<file path="src/rtl/uart_wr_arbiter_pkg.sv">
// uart_wr_arbiter_pkg
// Shared definitions for the UART register-write arbiter: UART register
// numbers, the divisor value programmed at init, the FSM state encoding and
// the per-port eligibility rule used by the top level.
package uart_wr_arbiter_pkg;

    // UART register map
    localparam logic [2:0]  DATA_REG_NUM     = 3'd0;
    localparam logic [2:0]  DIV_REG_NUM      = 3'd3;

    // Baud divisor written once after reset
    localparam logic [31:0] DIV_INIT_DEFAULT = 32'h0000_007F;

    // Cycles that data writes stay blocked after a data write
    localparam logic [2:0]  HOLDOFF_DEFAULT  = 3'd2;

    // FSM state encoding
    localparam logic [1:0]  ST_INIT  = 2'd0;
    localparam logic [1:0]  ST_IDLE  = 2'd1;
    localparam logic [1:0]  ST_WRITE = 2'd2;

    // A data-register write must wait for an idle transmitter and an expired
    // holdoff window; any other register goes straight through.
    function automatic logic is_eligible(
        input logic       req,
        input logic [2:0] reg_num,
        input logic [2:0] data_reg,
        input logic       tx_busy,
        input logic       holdoff_zero
    );
        return req && ((reg_num != data_reg) || (!tx_busy && holdoff_zero));
    endfunction

endpackage

</file>
<file path="src/rtl/uart_wr_arbiter_rr_arb2.sv">
// uart_wr_arbiter_rr_arb2
// Two-input round-robin arbiter. The grant is combinational from the
// eligible vector and the internal pointer; the pointer moves to the port
// that did not win whenever a grant is taken under the update strobe.
//   clk       system clock
//   rst_n     asynchronous active-low reset (pointer -> port 0)
//   eligible  per-port eligibility
//   update    strobe: consume the current grant and advance the pointer
//   grant     one-hot grant, 2'b00 when nothing is eligible
module uart_wr_arbiter_rr_arb2 (
    input  logic       clk,
    input  logic       rst_n,
    input  logic [1:0] eligible,
    input  logic       update,
    output logic [1:0] grant
);

    logic rr_q;
    logic rr_d;

    always_comb begin
        grant = eligible;
        if (eligible == 2'b11) begin
            grant = rr_q ? 2'b10 : 2'b01;
        end
        rr_d = rr_q;
        // Winner port 0 -> pointer to port 1, winner port 1 -> pointer to 0
        if (update && (grant != 2'b00)) begin
            rr_d = grant[0];
        end
    end

    always_ff @(posedge clk or negedge rst_n) begin
        if (!rst_n) begin
            rr_q <= 1'b0;
        end else begin
            rr_q <= rr_d;
        end
    end

endmodule

</file>
<file path="src/rtl/uart_wr_arbiter.sv">
// uart_wr_arbiter
// Shares the single UART register-write port between the CPU store path
// (port 0) and the debug/boot loader (port 1). After reset it writes the
// baud divisor once, then grants requests round-robin, one write every two
// cycles, holding back TX data writes while the UART is busy or inside the
// holdoff window that follows a data write. All outputs are registered.
//   clk, rst_n            clock, asynchronous active-low reset
//   req0/reg0/wd0, ack0   port 0 request, register, data, one-cycle ack
//   req1/reg1/wd1, ack1   port 1 request, register, data, one-cycle ack
//   tx_busy               UART transmitter busy
//   uart_we/reg_num/wd    write port towards the UART
//   init_done             high once the divisor write has completed
module uart_wr_arbiter
    import uart_wr_arbiter_pkg::*;
#(
    parameter logic [31:0] DIV_INIT = DIV_INIT_DEFAULT,
    parameter logic [2:0]  DIV_REG  = DIV_REG_NUM,
    parameter logic [2:0]  DATA_REG = DATA_REG_NUM,
    parameter logic [2:0]  HOLDOFF  = HOLDOFF_DEFAULT
) (
    input  logic        clk,
    input  logic        rst_n,
    input  logic        req0,
    input  logic [2:0]  reg0,
    input  logic [31:0] wd0,
    output logic        ack0,
    input  logic        req1,
    input  logic [2:0]  reg1,
    input  logic [31:0] wd1,
    output logic        ack1,
    input  logic        tx_busy,
    output logic        uart_we,
    output logic [2:0]  uart_reg_num,
    output logic [31:0] uart_wd,
    output logic        init_done
);

    logic [1:0]  state_q, state_d;
    logic [2:0]  holdoff_q, holdoff_d;
    logic        we_q, we_d;
    logic [2:0]  reg_num_q, reg_num_d;
    logic [31:0] wd_q, wd_d;
    logic        ack0_q, ack0_d;
    logic        ack1_q, ack1_d;
    logic        init_done_q, init_done_d;

    logic [1:0]  eligible;
    logic [1:0]  grant;
    logic        arb_update;

    assign eligible[0] = is_eligible(req0, reg0, DATA_REG, tx_busy, holdoff_q == 3'd0);
    assign eligible[1] = is_eligible(req1, reg1, DATA_REG, tx_busy, holdoff_q == 3'd0);
    assign arb_update  = (state_q == ST_IDLE);

    uart_wr_arbiter_rr_arb2 u_rr_arb2 (
        .clk      (clk),
        .rst_n    (rst_n),
        .eligible (eligible),
        .update   (arb_update),
        .grant    (grant)
    );

    // INIT loads the divisor write and passes through WRITE like any other
    // write, so the divisor write also occupies the port for exactly one
    // cycle and the two-cycle write rhythm holds from the start.
    always_comb begin
        state_d     = state_q;
        we_d        = 1'b0;
        reg_num_d   = reg_num_q;
        wd_d        = wd_q;
        ack0_d      = 1'b0;
        ack1_d      = 1'b0;
        init_done_d = init_done_q;
        holdoff_d   = (holdoff_q != 3'd0) ? holdoff_q - 3'd1 : 3'd0;

        case (state_q)
            ST_INIT: begin
                we_d      = 1'b1;
                reg_num_d = DIV_REG;
                wd_d      = DIV_INIT;
                state_d   = ST_WRITE;
            end
            ST_IDLE: begin
                if (grant != 2'b00) begin
                    we_d    = 1'b1;
                    state_d = ST_WRITE;
                    if (grant[0]) begin
                        ack0_d    = 1'b1;
                        reg_num_d = reg0;
                        wd_d      = wd0;
                    end else begin
                        ack1_d    = 1'b1;
                        reg_num_d = reg1;
                        wd_d      = wd1;
                    end
                end
            end
            ST_WRITE: begin
                state_d     = ST_IDLE;
                init_done_d = 1'b1;
                // Only requester data writes arm the holdoff, not the
                // divisor write issued from INIT.
                if ((ack0_q || ack1_q) && (reg_num_q == DATA_REG)) begin
                    holdoff_d = HOLDOFF;
                end
            end
            default: begin
                state_d = ST_INIT;
            end
        endcase
    end

    always_ff @(posedge clk or negedge rst_n) begin
        if (!rst_n) begin
            state_q     <= ST_INIT;
            holdoff_q   <= 3'd0;
            we_q        <= 1'b0;
            reg_num_q   <= 3'd0;
            wd_q        <= 32'd0;
            ack0_q      <= 1'b0;
            ack1_q      <= 1'b0;
            init_done_q <= 1'b0;
        end else begin
            state_q     <= state_d;
            holdoff_q   <= holdoff_d;
            we_q        <= we_d;
            reg_num_q   <= reg_num_d;
            wd_q        <= wd_d;
            ack0_q      <= ack0_d;
            ack1_q      <= ack1_d;
            init_done_q <= init_done_d;
        end
    end

    assign uart_we      = we_q;
    assign uart_reg_num = reg_num_q;
    assign uart_wd      = wd_q;
    assign ack0         = ack0_q;
    assign ack1         = ack1_q;
    assign init_done    = init_done_q;

endmodule

</file>
<file path="config.mk">
export PLATFORM = sky130hd
export DESIGN_NAME = uart_wr_arbiter
export DESIGN_NICKNAME = d
export VERILOG_FILES = /design/src/rtl/uart_wr_arbiter_pkg.sv /design/src/rtl/uart_wr_arbiter_rr_arb2.sv /design/src/rtl/uart_wr_arbiter.sv
export SDC_FILE = /design/constraint.sdc
export NUM_CORES = 1
export LEC_CHECK = 0
export CAP_MARGIN = 0
export CORE_MARGIN = 2
export CORE_UTILIZATION = 39
export CTS_BUF_LIST = sky130_fd_sc_hd__clkbuf_16
export DETAILED_ROUTE_END_ITERATION = 7
export PLACE_DENSITY = 0.79
export SYNTH_ARGS = -nofsm -noshare
export SYNTH_HDL_FRONTEND = slang
export SYNTH_SLANG_ARGS = --single-unit
</file>
<file path="constraint.sdc">
create_clock -name clk -period 2.48 [get_ports clk]
set_clock_uncertainty 0.05 [all_clocks]
set_input_delay 0.248 -clock clk [delete_from_list [all_inputs] [get_ports clk]]
set_output_delay 0.248 -clock clk [all_outputs]
set_load 0.02 [all_outputs]
</file>
==> results of run 1 <==
layout make-up:
type / count / area share [%]
clock inverter: 3 / 0.362
clock buffer: 5 / 3.62
tap: 70 / 2.53
timing repair buffer: 121 / 35.1
multi-input combinational: 141 / 25.3
sequential: 45 / 32.5
inverter: 5 / 0.542
kinds of logic after synthesis:
group / Yosys count
DFF: 45
muxes: 26
and+or+nand+nor: 68
adders and majority gates: 2
buffers and inverters: 15
AOI/OAI and AO/OA: 45
routing by layer:
layer,vias to the layer above,global-route usage (%),share of wire [%]
li1,922,-,-
met1,896,22.6,39
met2,57,35.4,56
met3,8,3.06,3.9
met4,0,6.25,1.3
met5,-,0,0
worst max path at each step:
stage                 startpoint     endpoint  cells past startpoint
detailed placement       reg0[0]  uart_wd[15]                      6
floorplan           holdoff_q[0]   uart_wd[7]                      9
finish              holdoff_q[0]   uart_wd[1]                      8
global route        holdoff_q[0]   uart_wd[1]                      8
global placement         reg0[0]  uart_wd[15]                      6
CTS                 holdoff_q[0]   uart_wd[1]                      8
worst max-delay path, delay by kind of cell, from the launching register on:
| kind | cells | cell delay (ns) |
|---|---|---|
| adder cells (fa/ha/maj) | 1 | 0.19 |
| AO/OA/AOI/OAI | 3 | 0.92 |
| flip-flops | 1 | 0.37 |
| AND/OR/NAND/NOR | 3 | 0.36 |
| buffers and inverters | 1 | 0.15 |
cell usage in the layout, fill, tap and decap left out, drive strengths merged, types with 2 or more instances in the layout:
cell type	instances
clkbuf	5
nor3	2
o41ai	2
o21ai	28
nand2	47
clkinv	3
ha	2
nor2b	2
dfrtp	45
nor2	11
inv	5
mux2i	26
o21bai	2
a31oi	9
clkdlybuf4s50	112
nand2b	4
buf	8
through the flow:
stage | setup slack, ns | utilization (%) | cells
after global placement | 0.255 | 64.4 | 381
after detailed placement | 0.208 | 64.4 | 381
final | 0.276 | 67.3 | 390
after CTS | 0.254 | 67.3 | 390
after floorplan | 0.533 | - | 201
after global routing | 0.0788 | 67.3 | 390
registers in the layout (all words and copies together), names as in the netlist:
register and flops:
state_q 2, holdoff_q 3, ack0 1, uart_we 1, u_rr_arb2.rr_q 1, uart_wd 32, ack1 1, uart_reg_num 3
init_done 1
power groups by stage:
stage	clock, mW	sequential, mW	combinational (mW)
2_1_floorplan	0	1.54	0.537
3_3_place_gp	0	1.21	1.72
3_5_place_dp	0	1.22	1.74
4_1_cts	0.628	1.21	1.75
5_1_grt	0.661	1.25	1.85
6_report	0.610	1.21	1.72
what timing repair did:
item | 4_1_cts | 5_1_grt
endpoints found under the hold margin | 25 | 0
hold buffers | 1 | 0
gates resized for setup | 0 | 0
==> run metrics, run 1 <==
status completed; gr ovfl total 0; clk root buf clkbuf_16; Worst Max-Slew Pin Slew a little over 0.6 ns; Starting DRT DRC Count 88; Sw Share 37.1%; Die Ht 77.2 um; CTS tree yes; Synth Instances roughly 200; Hold EP holdoff_q[0]; Startpoint Class register; Combinational Power Share between 40 and 50%; cell area after placement ~3300 sq um; CP dominant cell by count nor2_1; main area contributors after synthesis dfrtp_1 (54%), mux2i_1 (12%), nand2_1 (8.4%), o21ai_1 (4.8%), a31oi_1 (2.7%); slowest stage cell, crit path o41ai_4; hold depth 1; WP data arrival between 2 and 2.5 ns; Starting Density between 40% and 50%; most common cell in the synthesized netlist nand2_1; critical path class reg2reg; num ports ~110; most common library cells after synthesis nand2_1 (47), dfrtp_1 (45), mux2i_1 (26); RR Endpoint uart_wd[1]; DPL Wire Length between 4 and 5 mm; Net Sw Power roughly 1.3 mW; largest net degree at the start of global routing 27; unrepaired setup endpoints after global routing false; Yosys top cell area share 53.9%; Cell Rows 26; Min-Delay Startpoint holdoff_q[0]; routability cong. around 0.73; mux cell area share after synthesis 12.4%; Power Internal approximately 2.2 mW; pwr/cell area a little over 1000 nW/um^2; fillcell total roughly 450; worst skew pair latency ~0.27 ns; setup TNS 0 ns; CTS Buf Count 5; final hold violation count 0; Core Area approximately 5100 sq um; count of different cell masters after synthesis 27; Total Nets Final between 300 and 400; Synth area leader dfrtp_1; reg2reg path depth 8; flop-to-flop setup slack ~0.28 ns; Reg power frac about 34%; vias in the first global route between 1500 and 2000; cell area after synthesis about 2100 sq um; number of antenna diodes 0; max-cap violations 0; fin crit share approximately nine tenths; DRC viols 0; predominant post-synthesis flop cell dfrtp_1; Vias 1883; syn_area_per_cell 10.4 sq um; adder-cell share of the synthesized area about 1.2%; Die Width a little under 80 um; post-synthesis xor/xnor area fraction 0%; largest family of logic cells by synthesized area compound AO/OA/AOI/OAI gates; Final setup viols 0; worst vdd ir ~0.64 mV; worst stage delay on the critical path between 0.4 and 0.5 ns; share of cells above drive strength 1 under 10%; post-route cell area 3460 sq um; Synth Area in Simple Gates a little over an eighth; Seq/Total Area, Yosys a little over half; Routed WL 5.58 mm; initial antenna violation count 0; first-pass GRT wire length between 9 and 10 mm; LEAKAGE ~1.5 nW; Port Buf Inserts roughly 110; fmax roughly 450 MHz; drt via density approximately 4.8; min cycle time layout 2.20 ns; average wire per standard cell about 14 um; # Post-CTS Setup Buffers 0; Final ANT Viol Nets 0; Longest Clk Path Bufs 2; CP Max Fanout 11; fraction of registers with async set/reset 100%; Slew headroom approximately 59%; Compound-Gate Fraction of Synth Area between 10% and 20%; worst endpoint required time 2.55 ns; Seq cells post-synth 45; H-tree depth 2; area of the multi-input gates ~880 sq um; crit end category register; Max Slew Vio Count 0; Area Overhead vs Synth 65.5%; clock-pin slew on the worst setup and hold paths 0.06 ns; RR Startpoint holdoff_q[0]; synth warn 0; drt first pass iters 4; Seq. cell area 1130 sq um; Hold WC Path Type reg2reg; # clock sinks 45; CP cell instances nor2_1 -> ha_1 -> nor2b_2 -> o41ai_4 -> a31o_2 -> inv_2 -> nor2_1 -> a31oi_1; EDFF count, synth 0; full die area 5960 sq um; post-layout total power approximately 3.5 mW; Hold Worst Slack between 0.4 and 0.5 ns; GRT Overall Usage about a fifth; clock network fraction of total power roughly 17%; Synth Net Count about 280
(Power assumes the default switching activity.)
==> run 2: changes to the inputs <==
Settings changed: CORE_ASPECT_RATIO set to 0.7.
==> run metrics, run 2 (same netlist as run 1, synthesis figures left out) <==
status completed (unchanged); initial antenna violation count 0 (unchanged); flop-to-flop setup slack 0.22 ns (was 0.28 ns); clock-pin slew on the worst setup and hold paths 0.06 ns (about the same); Starting DRT DRC Count 65 (was 88); drt first pass iters 4 (unchanged); worst vdd ir 0.630 mV (was 0.642 mV); flip-flop count of the largest register after layout 32 (unchanged); crit-path leading delay family compound AO/OA/AOI/OAI gates (unchanged); CP cell instances nor2_1 -> ha_1 -> nor2b_2 -> o41ai_4 -> a21oi_1 -> a31oi_1 (was nor2_1 -> ha_1 -> nor2b_2 -> o41ai_4 -> a31o_2 -> inv_2 -> nor2_1 -> a31oi_1); placed insts 380 (was 381); worst stage delay on the critical path 0.62 ns (was 0.44 ns); critical path class reg2reg (unchanged); setup ws final 0.221 ns (was 0.276 ns); fmax 443 MHz (was 454 MHz); worst skew pair latency 0.27 ns (about the same); share of cells above drive strength 1 5.40% (was 6.56%); Slew headroom 34.8% (was 59.0%); CTS tree yes (unchanged); Area Overhead vs Synth 64.4% (was 65.5%); Max Slew Vio Count 0 (unchanged); fin crit share 91.1% (was 88.9%); Final ANT Viol Nets 0 (unchanged); RR Startpoint holdoff_q[0] (unchanged); Final setup viols 0 (unchanged); Cell Rows 22 (was 26); Starting Density 40.2% (was 40.7%); DRC viols 0 (unchanged); max-cap violations 0 (unchanged); commonest cells after routing, fill and taps aside clkdlybuf4s50_1 (112), nand2_1 (47), dfrtp_1 (45) (unchanged); routability cong. 0.788 (was 0.733); LEAKAGE 1.52 nW (was 1.53 nW); full die area 5970 sq um (was 5960 sq um); Core Area 5200 sq um (was 5140 sq um); GRT Overall Usage 18.2% (was 19.2%); setup TNS 0 ns (unchanged); Worst Max-Slew Pin Slew 0.977 ns (was 0.614 ns); WP data arrival 2.30 ns (was 2.27 ns); min cycle time layout 2.26 ns (was 2.20 ns); H-tree depth 2 (unchanged); Total Nets Final 392 (was 396); # Post-CTS Setup Buffers 0 (unchanged); largest net degree at the start of global routing 46 (was 27); final core utilization 66.1% (was 67.3%); worst endpoint required time 2.52 ns (was 2.55 ns); Vias 1840 (was 1883); Non-Filler Instances 387 (was 390); Placement Setup Slack 0.232 ns (was 0.208 ns); num ports 114 (unchanged); RR Endpoint uart_reg_num[0] (was uart_wd[1]); Startpoint Class register (unchanged); Longest Clk Path Bufs 2 (unchanged); CTS Buf Count 5 (unchanged); post-layout total power 3.55 mW (was 3.54 mW); number of buffers and inverters on the critical path 0 (was 1); clk root buf clkbuf_16 (unchanged); CP Max Fanout 9 (was 11); Port Buf Inserts 113 (unchanged); DPL Wire Length 4.04 mm (was 4.39 mm); Die Ht 65.3 um (was 77.2 um); cts repair resizes 0 (unchanged); drt via density 4.75 (was 4.83); unrepaired setup endpoints after global routing false (unchanged); commonest non-fill, non-tap cell in the layout clkdlybuf4s50_1 (unchanged); first-pass GRT wire length 8.67 mm (was 9.08 mm); Hold Buf Count CTS 0 (was 1); gr ovfl total 0 (unchanged); Die Width 91.5 um (was 77.2 um); number of antenna diodes 0 (unchanged); final hold violation count 0 (unchanged); Hold WC Path Type in2async (was reg2reg); crit end category register (unchanged); slowest stage cell, crit path a21oi_1 (was o41ai_4); vias in the first global route 1848 (was 1915); reg2reg path depth 6 (was 8); # clock sinks 45 (unchanged); average wire per standard cell 13.7 um (was 14.3 um); Routed WL 5.30 mm (was 5.58 mm); pwr/cell area 1030 nW/um^2 (was 1020 nW/um^2); fillcell total 426 (was 449)
==> run 2: final cells by class <==
class                   instances  area, sq um  area share (%)
clock inverters                 2         7.51           0.218
flip-flops and latches         45         1130            32.8
repair buffers                117         1190            34.7
clock buffers                   5          125            3.64
multi-input cells             141          876            25.5
well taps                      72         90.1            2.62
inverters                       5         18.8           0.546
==> run 2: worst max path at each step <==
| stage | end | slack, ns | start | cells after the start |
|---|---|---|---|---|
| floorplan | uart_wd[7] | 0.53 | holdoff_q[0] | 9 |
| global placement | uart_reg_num[0] | 0.31 | holdoff_q[0] | 6 |
| detailed placement | uart_reg_num[0] | 0.23 | holdoff_q[0] | 6 |
| CTS | uart_reg_num[0] | 0.20 | holdoff_q[1] | 6 |
| global route | uart_reg_num[0] | 0.004 | holdoff_q[1] | 6 |
| finish | uart_reg_num[0] | 0.22 | holdoff_q[0] | 6 |
==> run 2: metal layers <==
metal	part of all wire [%]	GRT usage, %	vias to the layer above	routed length (um)
li1	-	-	915	-
met3	5.4	4.24	4	284
met1	47	23.7	864	2490
met4	0.79	4.55	0	42
met2	47	31.1	57	2490
met5	0	0	-	0
==> run 2: stage by stage <==
stage | area (sq um) | hold slack, ns
finish | 3440 | 0.0835
global route | 3440 | 0.183
CTS | 3440 | 0.118
detailed placement | 3300 | 0.406
global placement | 3300 | 0.403
floorplan | 2090 | -0.0976
==> run 2: power by group <==
group	leakage, nW	total (mW)	internal (mW)	switching, mW
clock network	0.0685	0.601	0.360	0.241
logic	0.890	1.74	0.831	0.913
registers	0.562	1.20	1.04	0.168
total	1.52	3.55	2.23	1.32
==> run 3: changes to the inputs <==
Settings changed: ABC_AREA set to 1, CORE_UTILIZATION 39 to 42.
==> run metrics, run 3 <==
status completed (unchanged); synth warn 0 (unchanged); gr ovfl total 0 (unchanged); average wire per standard cell 12.8 um (was 13.7 um); vias in the first global route 2090 (was 1848); Cell Rows 23 (was 22); CP cell instances nor2_1 -> ha_1 -> nand2_1 -> nand3_2 -> nand2_4 -> a21oi_4 -> buf_4 -> nand2_1 -> o21ai_2 (was nor2_1 -> ha_1 -> nor2b_2 -> o41ai_4 -> a21oi_1 -> a31oi_1); H-tree depth 2 (unchanged); unrepaired setup endpoints after global routing false (unchanged); Hold WC Path Type in2async (unchanged); Final ANT Viol Nets 0 (unchanged); first-pass GRT wire length 9.87 mm (was 8.67 mm); Routed WL 6.41 mm (was 5.30 mm); WP data arrival 2.19 ns (was 2.30 ns); fin crit share 81.8% (was 91.1%); GRT Overall Usage 19.9% (was 18.2%); setup TNS 0 ns (unchanged); cell area after synthesis 2490 sq um (was 2090 sq um); DRC viols 0 (unchanged); fillcell total 482 (was 426); flip-flop count of the largest register after layout 32 (unchanged); CTS Buf Count 5 (unchanged); clk root buf clkbuf_16 (unchanged); Seq cells post-synth 45 (unchanged); Total Nets Final 501 (was 392); Synth Net Count 393 (was 278); Max Slew Vio Count 0 (unchanged); critical path class reg2reg (unchanged); worst vdd ir 0.361 mV (was 0.630 mV); Hold Buf Count CTS 0 (unchanged); Startpoint Class register (unchanged); commonest cells after routing, fill and taps aside clkdlybuf4s50_1 (112), nand2_1 (77), inv_1 (45), dfrtp_1 (45), nand3_1 (44) (was clkdlybuf4s50_1 (112), nand2_1 (47), dfrtp_1 (45)); Synth area leader dfrtp_1 (unchanged); crit end category register (unchanged); pwr/cell area 977 nW/um^2 (was 1030 nW/um^2); Slew headroom 32.9% (was 34.8%); drt via density 4.73 (was 4.75); fmax 493 MHz (was 443 MHz); Die Width 96.1 um (was 91.5 um); cts repair resizes 0 (unchanged); commonest non-fill, non-tap cell in the layout clkdlybuf4s50_1 (unchanged); most common library cells after synthesis nand2_1 (77), dfrtp_1 (45), inv_1 (44), nand3_1 (44), nor2_1 (33) (was nand2_1 (47), dfrtp_1 (45), mux2i_1 (26)); syn_area_per_cell 7.89 sq um (was 10.4 sq um); worst endpoint required time 2.64 ns (was 2.52 ns); reg2reg path depth 9 (was 6); EDFF count, synth 0 (unchanged); drt first pass iters 4 (unchanged); share of cells above drive strength 1 7.31% (was 5.40%); CTS tree yes (unchanged); Yosys top cell area share 45.2% (was 53.9%); number of antenna diodes 0 (unchanged); Worst Max-Slew Pin Slew 1.01 ns (was 0.977 ns); Port Buf Inserts 113 (unchanged); full die area 6580 sq um (was 5970 sq um); CP dominant cell by count nand2_1; min cycle time layout 2.03 ns (was 2.26 ns); worst stage delay on the critical path 0.39 ns (was 0.62 ns); fraction of registers with async set/reset 100% (unchanged); Synth Instances 316 (was 201); LEAKAGE 1.73 nW (was 1.52 nW); count of different cell masters after synthesis 27 (unchanged); Die Ht 68.5 um (was 65.3 um); predominant post-synthesis flop cell dfrtp_1 (unchanged); Vias 2359 (was 1840); final core utilization 65.1% (was 66.1%); max-cap violations 0 (unchanged); slowest stage cell, crit path dfrtp_1 (was a21oi_1); Seq/Total Area, Yosys 45.2% (was 53.9%); Longest Clk Path Bufs 2 (unchanged); clock-pin slew on the worst setup and hold paths 0.06 ns (about the same); final hold violation count 0 (unchanged); Starting Density 43.5% (was 40.2%); main area contributors after synthesis dfrtp_1 (45%), nand2_1 (12%), nand3_1 (8.8%), inv_1 (6.6%), nor2_1 (5.0%) (was dfrtp_1 (54%), mux2i_1 (12%), nand2_1 (8.4%), o21ai_1 (4.8%), a31oi_1 (2.7%)); Area Overhead vs Synth 49.5% (was 64.4%); CP Max Fanout 26 (was 9); # Post-CTS Setup Buffers 0 (unchanged); Core Area 5730 sq um (was 5200 sq um); Starting DRT DRC Count 101 (was 65); largest net degree at the start of global routing 65 (was 46); initial antenna violation count 0 (unchanged); Final setup viols 0 (unchanged); worst skew pair latency 0.28 ns (was 0.27 ns); DPL Wire Length 4.66 mm (was 4.04 mm); most common cell in the synthesized netlist nand2_1 (unchanged); num ports 114 (unchanged); # clock sinks 45 (unchanged); routability cong. 0.726 (was 0.788)
[run 3: cell count changes in the layout (fill, tap and decap cells not counted), sizes merged, moves of 2 or more]
cell,change
nand3,+47
inv,+41
nand2,+35
mux2i,-26
nor2,+24
a31oi,-9
nand3b,+8
nand2b,-4
nor2b,-2
o21bai,-2
o41ai,-2
[run 3: cell families after synthesis]
| group | count (synthesis) | synth area share, % |
|---|---|---|
| and+or+nand+nor | 177 | 33.3 |
| AOI/OAI and AO/OA | 30 | 7.63 |
| buffers and inverters | 62 | 12.9 |
| DFF | 45 | 45.2 |
| adders and majority gates | 2 | 1.00 |
[run 3: area by class of cell]
cell class	instances	area [sq um]	share of cell area, %
sequential	45	1130	30.2
tap	75	93.8	2.52
inverter	46	175	4.70
timing repair buffer	117	1160	31.0
clock buffer	5	125	3.36
multi-input combinational	209	1040	28.0
clock inverter	2	7.51	0.201
[run 3: critical path, delay by kind of cell (launching register included)]
family | cells | cell delay [ns]
AND/OR/NAND/NOR | 5 | 0.58
adder cells (fa/ha/maj) | 1 | 0.18
flip-flops | 1 | 0.39
AO/OA/AOI/OAI | 2 | 0.40
buffers and inverters | 1 | 0.34
[run 3: final timing paths]
path / to / slack (ns) / start
max: uart_wd[19] / 0.45 / holdoff_q[0]
max reg2reg: uart_wd[19] / 0.45 / holdoff_q[0]
min in group clk: holdoff_q[0] / 0.41 / holdoff_q[0]
min reg2reg: holdoff_q[0] / 0.41 / holdoff_q[0]
max in group asynchronous: uart_wd[31] / 1.66 / rst_n
min: uart_wd[0] / 0.09 / rst_n
[run 3: power by group]
part / internal [mW] / switching (mW) / total (mW)
sequential: 1.02 / 0.163 / 1.18
combinational: 0.819 / 1.03 / 1.85
clock: 0.360 / 0.250 / 0.611
[run 3: per-stage QoR]
stage	cells	power, mW	worst slack (ns)	cell area (sq um)	hold slack, ns
floorplan	316	2.29	0.866	2490	-0.0976
global placement	492	3.02	0.498	3600	0.397
detailed placement	492	3.06	0.433	3600	0.409
CTS	499	3.68	0.428	3730	0.128
global route	499	3.91	0.247	3730	0.173
finish	499	3.64	0.452	3730	0.0884
[run 3: per-layer routing]
| metal | vias to the layer above | global-route usage (%) | share of wire (%) | wire, um |
|---|---|---|---|---|
| li1 | 1194 | - | - | - |
| met1 | 1069 | 26.7 | 45 | 2870 |
| met2 | 94 | 30.9 | 44 | 2810 |
| met3 | 2 | 7.60 | 11 | 710 |
| met4 | 0 | 3.75 | 0.30 | 19 |
| met5 | - | 0 | 0 | 0 |
